**src/rtl/multicycle_control.sv**
```systemverilog
// multicycle_control: Moore controller for a multicycle MIPS-style datapath.
// Optional JUMP state enabled by defining MULTICYCLE_CONTROL_JUMP_EN; without
// it, opcode 0x02 decodes as illegal.
module multicycle_control #(
  parameter int unsigned ALU_OP_WIDTH = 3
) (
  input  logic                    clk_i,
  input  logic                    reset_n_i,
  input  logic [5:0]              opcode_i,
  input  logic                    mem_ready_i,
  output logic                    pc_write_o,
  output logic                    pc_write_cond_eq_o,
  output logic                    pc_write_cond_ne_o,
  output logic                    i_or_d_o,
  output logic                    mem_read_o,
  output logic                    mem_write_o,
  output logic                    ir_write_o,
  output logic                    reg_dst_o,
  output logic                    mem_to_reg_o,
  output logic                    reg_write_o,
  output logic                    alu_src_a_o,
  output logic [1:0]              alu_src_b_o,
  output logic [ALU_OP_WIDTH-1:0] alu_op_o,
  output logic [1:0]              pc_source_o,
  output logic                    illegal_op_o,
  output logic [3:0]              state_o
);

  typedef enum logic [3:0] {
    S_FETCH    = 4'd0,
    S_DECODE   = 4'd1,
    S_MEM_ADDR = 4'd2,
    S_MEM_RD   = 4'd3,
    S_MEM_WB   = 4'd4,
    S_MEM_WR   = 4'd5,
    S_R_EXEC   = 4'd6,
    S_R_WB     = 4'd7,
    S_BRANCH   = 4'd8,
    S_I_EXEC   = 4'd9,
    S_I_WB     = 4'd10
`ifdef MULTICYCLE_CONTROL_JUMP_EN
    , S_JUMP   = 4'd11
`endif
  } state_e;

  localparam logic [5:0] OP_RTYPE = 6'h00;
  localparam logic [5:0] OP_J     = 6'h02;
  localparam logic [5:0] OP_BEQ   = 6'h04;
  localparam logic [5:0] OP_BNE   = 6'h05;
  localparam logic [5:0] OP_ADDI  = 6'h08;
  localparam logic [5:0] OP_ORI   = 6'h0D;
  localparam logic [5:0] OP_LW    = 6'h23;
  localparam logic [5:0] OP_SW    = 6'h2B;

  localparam logic [ALU_OP_WIDTH-1:0] ALU_ADD   = ALU_OP_WIDTH'(0);
  localparam logic [ALU_OP_WIDTH-1:0] ALU_SUB   = ALU_OP_WIDTH'(1);
  localparam logic [ALU_OP_WIDTH-1:0] ALU_OR    = ALU_OP_WIDTH'(2);
  localparam logic [ALU_OP_WIDTH-1:0] ALU_FUNCT = ALU_OP_WIDTH'(7);

  state_e                  state_q, state_d;
  logic [5:0]              op_q, op_d;
  logic                    illegal_d;
  logic                    fetch_q, fetch_d;
  logic                    jump_q, jump_d;
  logic                    cond_eq_q, cond_eq_d;
  logic                    cond_ne_q, cond_ne_d;
  logic                    i_or_d_q, i_or_d_d;
  logic                    mem_read_q, mem_read_d;
  logic                    mem_write_q, mem_write_d;
  logic                    reg_dst_q, reg_dst_d;
  logic                    mem_to_reg_q, mem_to_reg_d;
  logic                    reg_write_q, reg_write_d;
  logic                    alu_src_a_q, alu_src_a_d;
  logic [1:0]              alu_src_b_q, alu_src_b_d;
  logic [ALU_OP_WIDTH-1:0] alu_op_q, alu_op_d;
  logic [1:0]              pc_source_q, pc_source_d;

  // Next state, captured opcode and illegal-opcode detection.
  always_comb begin
    state_d   = state_q;
    op_d      = op_q;
    illegal_d = 1'b0;
    unique case (state_q)
      S_FETCH:    if (mem_ready_i) state_d = S_DECODE;
      S_DECODE: begin
        op_d = opcode_i;
        case (opcode_i)
          OP_RTYPE:      state_d = S_R_EXEC;
          OP_LW, OP_SW:  state_d = S_MEM_ADDR;
          OP_BEQ, OP_BNE: state_d = S_BRANCH;
          OP_ADDI, OP_ORI: state_d = S_I_EXEC;
`ifdef MULTICYCLE_CONTROL_JUMP_EN
          OP_J:          state_d = S_JUMP;
`endif
          default: begin
            state_d   = S_FETCH;
            illegal_d = 1'b1;
          end
        endcase
      end
      S_MEM_ADDR: state_d = (op_q == OP_SW) ? S_MEM_WR : S_MEM_RD;
      S_MEM_RD:   if (mem_ready_i) state_d = S_MEM_WB;
      S_MEM_WR:   if (mem_ready_i) state_d = S_FETCH;
      S_R_EXEC:   state_d = S_R_WB;
      S_I_EXEC:   state_d = S_I_WB;
      default:    state_d = S_FETCH;
    endcase
  end

  // Moore outputs decoded from the upcoming state so they leave a register;
  // op_d carries the opcode being captured on the DECODE exit edge.
  always_comb begin
    fetch_d      = 1'b0;
    jump_d       = 1'b0;
    cond_eq_d    = 1'b0;
    cond_ne_d    = 1'b0;
    i_or_d_d     = 1'b0;
    mem_read_d   = 1'b0;
    mem_write_d  = 1'b0;
    reg_dst_d    = 1'b0;
    mem_to_reg_d = 1'b0;
    reg_write_d  = 1'b0;
    alu_src_a_d  = 1'b0;
    alu_src_b_d  = '0;
    alu_op_d     = ALU_ADD;
    pc_source_d  = '0;
    unique case (state_d)
      S_FETCH: begin
        fetch_d     = 1'b1;
        mem_read_d  = 1'b1;
        alu_src_b_d = 2'd1;
      end
      S_DECODE:   alu_src_b_d = 2'd3;
      S_MEM_ADDR: begin
        alu_src_a_d = 1'b1;
        alu_src_b_d = 2'd2;
      end
      S_MEM_RD: begin
        mem_read_d = 1'b1;
        i_or_d_d   = 1'b1;
      end
      S_MEM_WB: begin
        reg_write_d  = 1'b1;
        mem_to_reg_d = 1'b1;
      end
      S_MEM_WR: begin
        mem_write_d = 1'b1;
        i_or_d_d    = 1'b1;
      end
      S_R_EXEC: begin
        alu_src_a_d = 1'b1;
        alu_op_d    = ALU_FUNCT;
      end
      S_R_WB: begin
        reg_write_d = 1'b1;
        reg_dst_d   = 1'b1;
      end
      S_BRANCH: begin
        alu_src_a_d = 1'b1;
        alu_op_d    = ALU_SUB;
        pc_source_d = 2'd1;
        cond_eq_d   = (op_d == OP_BEQ);
        cond_ne_d   = (op_d == OP_BNE);
      end
      S_I_EXEC: begin
        alu_src_a_d = 1'b1;
        alu_src_b_d = 2'd2;
        alu_op_d    = (op_d == OP_ORI) ? ALU_OR : ALU_ADD;
      end
      S_I_WB:     reg_write_d = 1'b1;
`ifdef MULTICYCLE_CONTROL_JUMP_EN
      S_JUMP: begin
        jump_d      = 1'b1;
        pc_source_d = 2'd2;
      end
`endif
      default: ;
    endcase
  end

  // State, held opcode and registered outputs; reset lands on FETCH values.
  always_ff @(posedge clk_i or negedge reset_n_i) begin
    if (!reset_n_i) begin
      state_q      <= S_FETCH;
      op_q         <= '0;
      fetch_q      <= 1'b1;
      jump_q       <= 1'b0;
      cond_eq_q    <= 1'b0;
      cond_ne_q    <= 1'b0;
      i_or_d_q     <= 1'b0;
      mem_read_q   <= 1'b1;
      mem_write_q  <= 1'b0;
      reg_dst_q    <= 1'b0;
      mem_to_reg_q <= 1'b0;
      reg_write_q  <= 1'b0;
      alu_src_a_q  <= 1'b0;
      alu_src_b_q  <= 2'd1;
      alu_op_q     <= ALU_ADD;
      pc_source_q  <= '0;
    end else begin
      state_q      <= state_d;
      op_q         <= op_d;
      fetch_q      <= fetch_d;
      jump_q       <= jump_d;
      cond_eq_q    <= cond_eq_d;
      cond_ne_q    <= cond_ne_d;
      i_or_d_q     <= i_or_d_d;
      mem_read_q   <= mem_read_d;
      mem_write_q  <= mem_write_d;
      reg_dst_q    <= reg_dst_d;
      mem_to_reg_q <= mem_to_reg_d;
      reg_write_q  <= reg_write_d;
      alu_src_a_q  <= alu_src_a_d;
      alu_src_b_q  <= alu_src_b_d;
      alu_op_q     <= alu_op_d;
      pc_source_q  <= pc_source_d;
    end
  end

  // IR/PC strobes in FETCH qualify on the live handshake and are held off in reset.
  assign ir_write_o         = fetch_q & mem_ready_i & reset_n_i;
  assign pc_write_o         = jump_q | ir_write_o;
  assign illegal_op_o       = illegal_d;
  assign pc_write_cond_eq_o = cond_eq_q;
  assign pc_write_cond_ne_o = cond_ne_q;
  assign i_or_d_o           = i_or_d_q;
  assign mem_read_o         = mem_read_q;
  assign mem_write_o        = mem_write_q;
  assign reg_dst_o          = reg_dst_q;
  assign mem_to_reg_o       = mem_to_reg_q;
  assign reg_write_o        = reg_write_q;
  assign alu_src_a_o        = alu_src_a_q;
  assign alu_src_b_o        = alu_src_b_q;
  assign alu_op_o           = alu_op_q;
  assign pc_source_o        = pc_source_q;
  assign state_o            = state_q;

endmodule

```
**config.mk**
```make
export PLATFORM = sky130hd
export DESIGN_NAME = multicycle_control
export DESIGN_NICKNAME = d
export VERILOG_FILES = /design/src/rtl/multicycle_control.sv
export SDC_FILE = /design/constraint.sdc
export NUM_CORES = 1
export LEC_CHECK = 0
export ABC_AREA = 1
export BUFFER_PORTS_ARGS = -buffer_cell sky130_fd_sc_hd__clkbuf_2
export CORE_UTILIZATION = 50
export CTS_CLUSTER_DIAMETER = 60
export CTS_CLUSTER_SIZE = 40
export DETAILED_ROUTE_END_ITERATION = 16
export PLACE_DENSITY = 0.76
export SLEW_MARGIN = 0
export SYNTH_ARGS = -nofsm -noshare
export SYNTH_HDL_FRONTEND = slang
export SYNTH_SLANG_ARGS = --single-unit
```
**constraint.sdc**
```tcl
create_clock -name clk_i -period 3.21 [get_ports clk_i]
set_input_delay 0.321 -clock clk_i [delete_from_list [all_inputs] [get_ports clk_i]]
set_output_delay 0.321 -clock clk_i [all_outputs]
set_load 0.02 [all_outputs]
```
== Word-level counts from Yosys, hierarchy flattened ==
Index checks and enable logic that the tools add are counted.
Operators by class
  muxes and demuxes: 23
  eq/ne operators: 26
  reduce and logical (&&, ||, !) cells: 12
  bitwise logic cells: 2
Operators with widths (number)
  $pmux W4 S7: 1
  $eq A4 B3 Y1 const B: 6
  $eq A6 B3 Y1 const B: 4
  $eq A6 B4 Y1 const B: 3
  $eq A6 B6 Y1 const B: 3
  $eq A4 B2 Y1 const B: 4
  $eq A4 B4 Y1 const B: 4
  $pmux W4 S4: 1
  $mux W1: 13
  $mux W4: 3
  $reduce_or A2 Y1: 6
  $pmux W3 S3: 1
  $eq A4 B1 Y1 const B: 2
  $logic_not A4 Y1: 2
  $reduce_or A7 Y1: 1
  $logic_not A6 Y1: 1
  $mux W6: 1
  $pmux W2 S3: 1
  $reduce_or A4 Y1: 1
  $mux W3: 1
  $reduce_or A3 Y1: 1
  $and A1 B1 Y1: 2
  $mux W2: 1
Word-level totals
  register bits: 27
  logic and storage cells: 78
  input bits: 9

== Longest topological paths before layout ==
  depth after elaboration: 7
  gate-level depth with buffers: 11
  mapped depth without buffers: 11

== Least setup slack after synthesis ==
OpenSTA, ideal clock, no wires.
  kind: register to output
  from: register state_q[2] (netlist: state_o[2])
  to: output illegal_op_o
  arrival: 1.339 ns
  path slack: 1.550 ns
  stages on the path, launching flop included: 4
  buffers on the path: 0
  data required time: 2.889 ns
  cell sequence: dfrtp_1 -> nor2_2 -> nand2_4 -> nor3_1
Between the ends
  word-level cells in the longest chain between the ends: 2
RTL lines
  start: declaration: RTL line 60  | state_e state_q, state_d;
  start signal: assignment: RTL line 201  | state_q <= state_d;
  $eq A4 B1 Y1: RTL line 83  | unique case (state_q)
  $mux W1: RTL line 83
  end: declaration: RTL line 25  | output logic illegal_op_o,
No other way between the ends.

== Final worst setup path ==
Ends and elaborated chain as after synthesis.

==> run_summary.xml <==
<?xml version="1.0" encoding="UTF-8"?>
<metrics>
  <group name="logic_synthesis">
    <metric name="synth_area_per_cell" unit="µm²">8.03</metric>
    <metric name="synth_cells" unit="">160</metric>
    <metric name="synth_top_area_share" unit="%">44.8</metric>
    <metric name="netlist-cell-type-count" unit="">24</metric>
    <metric name="synth.ff_latch_count" unit="">26</metric>
    <metric name="synth-edff-count" unit="">0</metric>
    <metric name="synth_area" unit="mm²">0.00128</metric>
    <metric name="syn-num-nets" unit="">169</metric>
    <metric name="seq_area_frac_synth" unit="%">50.9</metric>
    <metric name="yosys-top-cells-area" unit="">dfrtp_1, nand2_1, inv_1</metric>
    <metric name="synth_async_sr_flop_share" unit="%">100</metric>
    <metric name="top_cells_by_instance_count_after_synthesis" unit="">nand2_1, inv_1, dfrtp_1, nor2_1, nand3_1</metric>
    <metric name="dominantRegCellSynth" unit="">dfrtp_1</metric>
    <metric name="synthesis.yosys.warnings" unit="">0</metric>
    <metric name="yosys.area.top_type" unit="">dfrtp_1</metric>
    <metric name="yosys.cell_count.top_type" unit="">nand2_1</metric>
  </group>
  <group name="power_and_ir_drop">
    <metric name="worst_ir_drop_on_vdd" unit="mV">0.457</metric>
    <metric name="total_power" unit="µW">1260</metric>
    <metric name="pd_cells" unit="mW/mm²">835</metric>
    <metric name="static-leakage-power" unit="µW">0.000933</metric>
  </group>
  <group name="floorplan">
    <metric name="ios" unit="">32</metric>
    <metric name="floorplan.core_area" unit="mm²">0.00245</metric>
    <metric name="fp.dieH" unit="µm">52.7</metric>
    <metric name="die_width" unit="µm">52.7</metric>
    <metric name="design.die.area" unit="mm²">0.00278</metric>
    <metric name="fp-row-count" unit="">18</metric>
    <metric name="start_util" unit="%">52.3</metric>
  </group>
  <group name="drt">
    <metric name="iter_0_drt_violations" unit="">18</metric>
    <metric name="dr_total_vias" unit="">1087</metric>
    <metric name="wl_per_cell" unit="µm">10.7</metric>
    <metric name="route.detailed.vias_per_inst" unit="">4.90</metric>
    <metric name="wl" unit="µm">2370</metric>
    <metric name="dr_pass1_iterations" unit="">4</metric>
    <metric name="detail-route-antenna-nets" unit="">0</metric>
    <metric name="residual_drc_count" unit="">0</metric>
  </group>
  <group name="cts">
    <metric name="cts_tree" unit="">built</metric>
    <metric name="clock-root-buffer" unit="">clkbuf_4</metric>
    <metric name="clock_transition_at_path_regs" unit="ps">140</metric>
    <metric name="clock_sinks" unit="">26</metric>
    <metric name="cts_post_setup_buffers_inserted" unit="">0</metric>
    <metric name="tritoncts.num_buffers" unit="">3</metric>
    <metric name="cts_stage_hold_buffer_count" unit="">0</metric>
    <metric name="clk_latency" unit="ps">320</metric>
    <metric name="cts_buffer_depth" unit="">2</metric>
    <metric name="cts_max_level" unit="">1</metric>
    <metric name="post_cts.resized_instances" unit="">0</metric>
  </group>
  <group name="sta">
    <metric name="rsz_0062_raised_after_global_routing" unit="">false</metric>
    <metric name="final_period_minus_worst_setup_slack" unit="ps">1870</metric>
    <metric name="fin_setup_tns" unit="ps">0</metric>
    <metric name="fin_worst_hold_slack" unit="ps">-8.08</metric>
    <metric name="min_period_over_period" unit="%">58.2</metric>
    <metric name="maxClockFrequency" unit="MHz">536</metric>
    <metric name="hold_violations" unit="">23</metric>
    <metric name="slew_headroom" unit="%">58.2</metric>
    <metric name="report.final.slew_viol_count" unit="">0</metric>
    <metric name="skew" unit="ps">5.05</metric>
    <metric name="timing.final.setup_violations" unit="">0</metric>
    <metric name="max_slew.worst_pin.slew" unit="ps">627</metric>
  </group>
  <group name="hold_path">
    <metric name="worst_hold_path_type" unit="">in -&gt; async</metric>
  </group>
  <group name="worst_setup_path">
    <metric name="crit_path_start_kind" unit="">register</metric>
    <metric name="crit_path_top_delay_cell" unit="">dfrtp_1</metric>
    <metric name="critical_path_arrival" unit="ps">1550</metric>
    <metric name="cp_data_required_time" unit="ps">2890</metric>
    <metric name="cpLargestDelayFamily" unit="">simple AND/OR/NAND/NOR gates</metric>
    <metric name="timing.critical_path.fanout_max" unit="">10</metric>
    <metric name="crit_chain" unit="">nor2_2, nand2_4, nor3_1, clkbuf_2</metric>
    <metric name="critPathMaxStageDelay" unit="ps">440</metric>
    <metric name="critPathCaptureType" unit="">output port</metric>
    <metric name="worstSetupPathType" unit="">reg -&gt; out</metric>
    <metric name="buffer_and_inverter_count_on_the_worst_path" unit="">1</metric>
  </group>
  <group name="finish">
    <metric name="finalNetCount" unit="">202</metric>
    <metric name="area_delta_synth_final" unit="%">17.5</metric>
    <metric name="total_non_filler_cell_area_in_the_finished_layout" unit="mm²">0.00151</metric>
    <metric name="num-fill-cells" unit="">230</metric>
    <metric name="antenna-diode-count" unit="">0</metric>
    <metric name="post_route_cells_drive_above_1_share" unit="%">28.6</metric>
  </group>
  <group name="global_route">
    <metric name="grt_pass1_wl" unit="µm">4040</metric>
    <metric name="track_usage" unit="%">19.9</metric>
    <metric name="grt_overflow_total" unit="">0</metric>
    <metric name="grt_start_max_net_pins" unit="">28</metric>
    <metric name="grt_pass1_vias" unit="">1028</metric>
    <metric name="antenna_found_initial" unit="">0</metric>
  </group>
  <group name="place">
    <metric name="place_hpwl" unit="µm">1880</metric>
    <metric name="gp_congestion" unit="">0.880</metric>
    <metric name="buffers_added_on_ports" unit="">30</metric>
    <metric name="placement.cell_area" unit="mm²">0.00146</metric>
  </group>
  <group name="status">
    <metric name="violations" unit="">hold timing</metric>
    <metric name="status" unit="">complete, but fails checks</metric>
  </group>
  <group name="flow_run">
    <metric name="max_cap_violations" unit="">0</metric>
  </group>
</metrics>
registers in the layout, summed over array words and instances (netlist names):
name,count
alu_src_b_o,2
pc_write_cond_ne_o,1
alu_op_o,3
pc_write_cond_eq_o,1
mem_to_reg_o,1
mem_write_o,1
mem_read_o,1
fetch_q,1
reg_write_o,1
state_o,4
alu_src_a_o,1
op_q,6
reg_dst_o,1
pc_source_o,1
i_or_d_o,1
layer usage:
metal | vias up | global-route usage, % | part of all wire [%]
met4 | 0 | 9.21 | 1.5
met1 | 496 | 24.4 | 44
met3 | 5 | 2.61 | 4.4
met5 | - | 0 | 0
met2 | 33 | 34.2 | 50
li1 | 553 | - | -
worst reg2reg max path: stages (launching register included):
cell,delay (ps)
dfrtp_1,480
inv_2,90
nand2_1,80
nor2_4,230
nand2_1,150
nand2_1,100
nor2_2,50
nand2_2,110
nand2_1,60
nand2_1,70
inv_1,30
cell families after synthesis:
group / Yosys count / share of synthesized area, %
buffers and inverters: 34 / 10.5
DFF: 26 / 50.9
AOI/OAI and AO/OA: 10 / 4.09
and+or+nand+nor: 89 / 34.2
other: 1 / 0.292
path summary, 6_finish.rpt:
| path | from | end | slack [ps] | cells after the start |
|---|---|---|---|---|
| max in group asynchronous | reset_n_i | alu_op_o[1] | 2820 | 1 |
| setup / recovery | state_o[2] | illegal_op_o | 1340 | 4 |
| min in group clk_i | mem_ready_i | mem_to_reg_o | 290 | 3 |
| setup reg to reg | state_o[1] | alu_src_b_o[1] | 1670 | 10 |
| hold / removal | reset_n_i | state_o[3] | -8 | 1 |
| hold reg to reg | op_q[0] | op_q[0] | 620 | 3 |
cell usage in the layout, fill, tap and decap left out:
| cell type | synthesis | final |
|---|---|---|
| bufinv_16 | 0 | 1 |
| nor3_1 | 1 | 1 |
| clkbuf_4 | 0 | 3 |
| nor2_4 | 2 | 2 |
| a21oi_1 | 1 | 1 |
| nor3_2 | 1 | 1 |
| nand2_1 | 36 | 36 |
| nand3_2 | 3 | 3 |
| nor2_1 | 18 | 18 |
| dfrtp_1 | 23 | 23 |
| a21boi_1 | 1 | 1 |
| and3_1 | 1 | 1 |
| nor2_2 | 4 | 4 |
| nand3_1 | 14 | 14 |
| inv_2 | 5 | 5 |
| o21ai_0 | 3 | 3 |
| inv_1 | 27 | 27 |
| or2_1 | 3 | 3 |
| nand2_4 | 2 | 2 |
| dfstp_2 | 3 | 3 |
| nand2_2 | 1 | 1 |
| clkbuf_2 | 0 | 30 |
| conb_1 | 1 | 1 |
| o21ai_1 | 5 | 5 |
| nand3b_1 | 1 | 1 |
| nand4_1 | 2 | 2 |
power by group:
part / switching [µW] / internal, µW
clock network: 93.9 / 126
registers: 48.1 / 429
logic: 384 / 179
total: 526 / 734
per-stage QoR:
| step | hold WS, ps | instances | worst slack (ps) | util, % |
|---|---|---|---|---|
| after floorplan | 25.4 | 160 | 1550 | - |
| after global placement | 346 | 218 | 1650 | 59.4 |
| after detailed placement | 366 | 218 | 1610 | 59.4 |
| after CTS | 8.03 | 222 | 1330 | 61.5 |
| after global routing | 30.8 | 222 | 1250 | 61.5 |
| final | -8.08 | 222 | 1340 | 61.5 |
cell type report:
class	count	area, µm²	area share (%)
sequential	26	654	43.3
multi-input combinational	100	495	32.8
timing repair buffer	30	150	9.94
inverter	32	120	7.95
tap	30	37.5	2.49
clock inverter	1	30.0	1.99
clock buffer	3	22.5	1.49
No activity file was read; power rests on OpenSTA's default activity.
